$ cat src/rtl/ddr_calib_sequencer.sv
// Sequential DDR4 controller bring-up: per channel reset, calibration wait with
// timeout and bounded retries, then a post-bring-up health monitor.
module ddr_calib_sequencer #(
  parameter int unsigned NUM_CH         = 4,
  parameter int unsigned RST_CYCLES     = 256,
  parameter int unsigned TIMEOUT_CYCLES = 2000000,
  parameter int unsigned MAX_RETRY      = 2,
  parameter bit          AUTO_START     = 1'b1
) (
  input  logic                                          aclk,
  input  logic                                          aresetn,
  input  logic                                          start,
  input  logic [NUM_CH-1:0]                             calib_done_i,
  output logic [NUM_CH-1:0]                             mc_rst_o,
  output logic [NUM_CH-1:0]                             ch_ready,
  output logic [NUM_CH-1:0]                             ch_fail,
  output logic [NUM_CH-1:0]                             calib_lost,
  output logic [$clog2((NUM_CH > 1) ? NUM_CH : 2)-1:0] cur_ch,
  output logic                                          busy,
  output logic                                          done,
  output logic                                          all_ready
);

  localparam int unsigned CW      = $clog2((NUM_CH > 1) ? NUM_CH : 2);
  localparam int unsigned CNT_MAX = (RST_CYCLES > TIMEOUT_CYCLES) ? RST_CYCLES : TIMEOUT_CYCLES;
  localparam int unsigned CNTW    = $clog2((CNT_MAX > 1) ? CNT_MAX : 2);

  localparam logic [CNTW-1:0] RST_LAST = CNTW'(RST_CYCLES - 1);
  localparam logic [CNTW-1:0] TO_LAST  = CNTW'(TIMEOUT_CYCLES - 1);
  localparam logic [3:0]      RETRIES  = 4'(MAX_RETRY);
  localparam logic [CW-1:0]   LAST_CH  = CW'(NUM_CH - 1);

  typedef enum logic [2:0] {
    S_IDLE,
    S_RESET,
    S_WAIT_CAL,
    S_NEXT,
    S_DONE
  } state_t;

  state_t          state;
  logic [CNTW-1:0] cnt;
  logic [3:0]      retry;

  assign all_ready = done & (&ch_ready);

  always_ff @(posedge aclk or negedge aresetn) begin
    if (!aresetn) begin
      state      <= S_IDLE;
      cnt        <= '0;
      retry      <= '0;
      mc_rst_o   <= '1;
      ch_ready   <= '0;
      ch_fail    <= '0;
      calib_lost <= '0;
      cur_ch     <= '0;
      busy       <= 1'b0;
      done       <= 1'b0;
    end else begin
      case (state)
        S_IDLE, S_DONE: begin
          if (start || (state == S_IDLE && AUTO_START)) begin
            ch_ready   <= '0;
            ch_fail    <= '0;
            calib_lost <= '0;
            mc_rst_o   <= '1;
            cur_ch     <= '0;
            retry      <= '0;
            cnt        <= '0;
            busy       <= 1'b1;
            done       <= 1'b0;
            state      <= S_RESET;
          end else if (state == S_DONE) begin
            // Health monitor: a ready channel whose calibration drops is demoted for good.
            calib_lost <= calib_lost | (ch_ready & ~calib_done_i);
            ch_ready   <= ch_ready & calib_done_i;
          end
        end

        S_RESET: begin
          if (cnt == RST_LAST) begin
            cnt              <= '0;
            mc_rst_o[cur_ch] <= 1'b0;
            state            <= S_WAIT_CAL;
          end else begin
            cnt <= cnt + CNTW'(1);
          end
        end

        S_WAIT_CAL: begin
          if (calib_done_i[cur_ch]) begin
            ch_ready[cur_ch] <= 1'b1;
            cnt              <= '0;
            state            <= S_NEXT;
          end else if (cnt == TO_LAST) begin
            cnt <= '0;
            // Reset is re-raised on the transition edge so a retry holds it exactly RST_CYCLES.
            mc_rst_o[cur_ch] <= 1'b1;
            if (retry < RETRIES) begin
              retry <= retry + 4'd1;
              state <= S_RESET;
            end else begin
              ch_fail[cur_ch] <= 1'b1;
              state           <= S_NEXT;
            end
          end else begin
            cnt <= cnt + CNTW'(1);
          end
        end

        S_NEXT: begin
          retry <= '0;
          if (cur_ch == LAST_CH) begin
            busy  <= 1'b0;
            done  <= 1'b1;
            state <= S_DONE;
          end else begin
            cur_ch <= cur_ch + CW'(1);
            state  <= S_RESET;
          end
        end

        default: state <= S_IDLE;
      endcase
    end
  end

endmodule

$ cat config.mk
export PLATFORM = sky130hd
export DESIGN_NAME = ddr_calib_sequencer
export DESIGN_NICKNAME = d
export VERILOG_FILES = /design/src/rtl/ddr_calib_sequencer.sv
export SDC_FILE = /design/constraint.sdc
export NUM_CORES = 1
export LEC_CHECK = 0
export BUFFER_PORTS_ARGS = -buffer_cell sky130_fd_sc_hd__buf_2
export CAP_MARGIN = 20
export CORE_ASPECT_RATIO = 0.8
export CORE_UTILIZATION = 53
export DETAILED_ROUTE_END_ITERATION = 8
export PLACE_DENSITY = 0.76
export SYNTH_ARGS = -nofsm -noshare
export SYNTH_HDL_FRONTEND = slang
export SYNTH_SLANG_ARGS = --single-unit
$ cat constraint.sdc
create_clock -name aclk -period 1.98 [get_ports aclk]
set_input_delay 0.099 -clock aclk [delete_from_list [all_inputs] [get_ports aclk]]
set_output_delay 0.099 -clock aclk [all_outputs]
set_load 0.02 [all_outputs]
==> impl_results.md <==
* Clock buffer depth at 2
* Avg Cell Area, Syn at between 9 and 10 µm²
* Dpl hpwl at 4807 µm
* Worst Hold Slack at 0.1459 ns
* Top post-synthesis cells by area: dfrtp_1 41%, nor2_1 5.8%, nand2_1 4.8%, dfstp_2 4.0%, o21ai_0 3.6%
* Synthesized flop and latch total at between 40 and 50
* First-pass GRT wire length at 10970 µm
* Setup tns final at 0 ns
* Setup crit end kind: flip-flop
* Status: complete, no violations
* Clock power frac at roughly a third
* DRT iter0 DRCs at 283
* Fin. Hold Viols at 0
* Core footprint at 0.004707 mm²
* Setup Skew at approximately 0.014 ns
* Most frequent cells in the layout: 42 x dfrtp_1, 38 x nor2_1, 34 x nand2_1
* Cell variety after synth at between 50 and 60
* Seq pwr share at 62.0%
* Filler cell count at 370
* Slowest stage delay, CP at 0.57 ns
* Synth top area share at between 40% and 50%
* Combinational share of power at roughly 2.8%
* Initial antenna violation count at 0
* Cell Rows at 22
* Crit-path cells: mux4_2, o31a_1, nand3b_4, mux2_1
* Worst EP arrival at 2.10 ns
* Crit path required time at 2.16 ns
* Seq. cell area at around 0.0012 mm²
* Post-route ant nets at 0
* Clock sink count at 48
* Vias per inst at 5.944
* Setup crit end: retry[0]$_DFFE_PN0P_
* RSZ-0062 raised after global routing: false
* Dominant synthesized flop cell: dfrtp_1
* Leakage power at 1.462 nW
* Antenna cells at 0
* Worst-path clk slew at ~0.09 ns
* FF-to-FF Start: cur_ch[0]$_DFFE_PN0P_
* Drt pass-1 iters at 4
* Placer Congestion at 0.8900
* Synthesis warning total at 0
* # port buffers at 27
* Synth area leader: dfrtp_1
* Switching power at 0.3404 mW
* Syn nets at a little over 300
* H-tree level count at 2
* Final worst-path cycle share at 97.10%
* Setup-failing EPs final at 0
* Crit path from: cur_ch[0]$_DFFE_PN0P_
* Area occupied by multi-input gates at 0.001418 mm²
* Final std cells w/o fill at 410
* Clock Tree Root: clkbuf_8
* Slew @ Worst Pin at 0.8156 ns
* Max-Cap Viols at 0
* Post-placement cell count at 401
* Terminus of the critical flop-to-flop path: retry[0]$_DFFE_PN0P_
* CTS tree: done
* Slew Limit Fails at 0
* Final Core Density at 68.10%
* Slowest CP cell: mux4_2
* Share of layout cells above drive strength 1 at 26.57%
* Crit Path Class: reg2reg
* Most common cell after layout, fill and taps aside: dfrtp_1
* Hold Crit Class: in2reg
* Total CTS buffers at 5
* Peak supply drop at 0.3794 mV
* Power, Total at 1.585 mW
* Starting Density at a little under three fifths
* Die Height at roughly 65 µm
* Cell internal pwr at 1.245 mW
* Global route overflow at 0
* Relative slew slack at 45.63%
* I/O Pins at 28
* Sw Share at 21.47%
* Post-Syn Area at ~0.0027 mm²
* CP Launch Type: flip-flop
* Area grow syn2layout at 20.79%
* R2R Setup Slk at 0.06 ns
* Residual DRC at 0
* Hold Path Depth at 3
* Worst-skew pair later-pin latency at 0.30 ns
* Cells after Synth at 294
* Vias in the first global route at 2320
* Sequential cell area fraction in the yosys report at 45.45%
* Vias at between 2000 and 2500
* Gr usage total at 27.27%
* Max frequency at between 0.5 and 0.6 GHz
* Setup bufs post-CTS at 0
* Cells on worst reg2reg path at 4
* WL final at approximately 6400 µm
* Power per cell area at 494.5 mW/mm²
* Die area at 0.005296 mm²
* Final min period at 1.923 ns
* Number of synthesized flops with an enable pin at 0
* Layout Nets at 362
* Chip Width at 81.12 µm
* Synth async-reset ratio at 100.0%
* Peak fanout along the critical path at 4
* Largest net degree at the start of global routing at 37
* DR WL/cell at 15.68 µm
power by group through the flow:
stage | Combinational, mW | Sequential (mW) | Clock (mW)
5_1_grt | 0.0509 | 0.984 | 0.618
6_report | 0.0439 | 0.983 | 0.558
3_3_place_gp | 0.0432 | 1.00 | 0
3_5_place_dp | 0.0434 | 1.00 | 0
2_1_floorplan | 0.00844 | 1.00 | 0
4_1_cts | 0.0451 | 0.983 | 0.574
area by class of cell:
type                    instances  share of cell area, %
clock inverters                 1                 0.1561
multi-input cells             222                  44.22
flip-flops and latches         48                  37.70
inverters                      14                  1.639
clock buffers                   7                  2.381
repair buffers                 58                  11.55
well taps                      60                  2.342
through the flow:
stage / setup WS (ns) / instance area (µm²)
finish: 0.05734 / 3206
global route: 0.003513 / 3206
CTS: 0.03003 / 3147
detailed placement: 0.05476 / 3047
global placement: 0.09031 / 3047
floorplan: 0.01798 / 2655
cells in the mapped netlist, types with 2 or more instances:
cell type,instances
nor2_1,41
a22oi_1,2
and2_1,4
dfstp_2,4
nand3_1,10
inv_1,14
dfrtp_1,44
and3_1,3
nand2_1,34
nand2b_1,3
nor3_1,7
o21bai_1,2
ha_1,6
nand4_1,4
xor2_1,2
o41ai_1,4
o21ai_1,4
xnor2_1,7
o211ai_1,6
nor3b_1,2
o22ai_1,3
clkbuf_1,7
nor4_1,3
buf_2,2
nor2b_1,4
o21ai_0,19
or2_2,4
o21a_1,2
a21oi_1,14
o32ai_1,3
a32o_1,5
worst min-delay path by stage:
stage                    startpoint                   endpoint
floorplan                   aresetn           busy$_DFFE_PN0P_
global placement            aresetn  calib_lost[1]$_DFFE_PN0P_
detailed placement          aresetn  calib_lost[1]$_DFFE_PN0P_
CTS                 calib_done_i[3]    ch_ready[3]$_DFFE_PN0P_
global route        calib_done_i[3]    ch_ready[3]$_DFFE_PN0P_
finish              calib_done_i[3]    ch_ready[3]$_DFFE_PN0P_
registers in the layout, indices dropped and copies added (netlist names):
| register | count |
|---|---|
| cnt | 21 |
| ch_ready | 4 |
| cur_ch | 2 |
| calib_lost | 4 |
| done | 1 |
| mc_rst_o | 4 |
| busy | 1 |
| retry | 4 |
| ch_fail | 4 |
| state | 3 |
cell families (layout without fill, tap and decap cells):
logic type	Yosys count	in the layout	share of synthesized area, %
XOR/XNOR	9	9	2.970
flip-flops	48	48	45.45
buffers and inverters	24	80	3.631
AO/OA/AOI/OAI	74	74	18.53
adder cells (fa/ha/maj)	6	6	2.829
multiplexers	3	3	1.650
AND/OR/NAND/NOR	130	130	24.94
worst max-delay path, delay by kind of cell (launching register included):
kind | cells | cell delay (ns)
DFF | 1 | 0.39
AOI/OAI and AO/OA | 1 | 0.36
muxes | 2 | 0.88
and+or+nand+nor | 1 | 0.18
what timing repair did:
action / 4_1_cts / 5_1_grt
pin swaps: 0 / 1
gates resized for setup: 1 / 15
hold endpoints to repair: 30 / 0
setup endpoints to repair: 1 / 37
hold buffers: 1 / 0
per-layer routing:
metal	share of wire (%)	GRT usage, %	wire (µm)	vias to the layer above
met4	0.62	5.580	40	0
met1	48	40.80	3096	1197
met5	0	0	0	-
li1	-	-	-	1161
met3	6.7	6.528	433	4
met2	44	39.81	2858	75
Note: power is estimated with default switching activity, not from simulation.
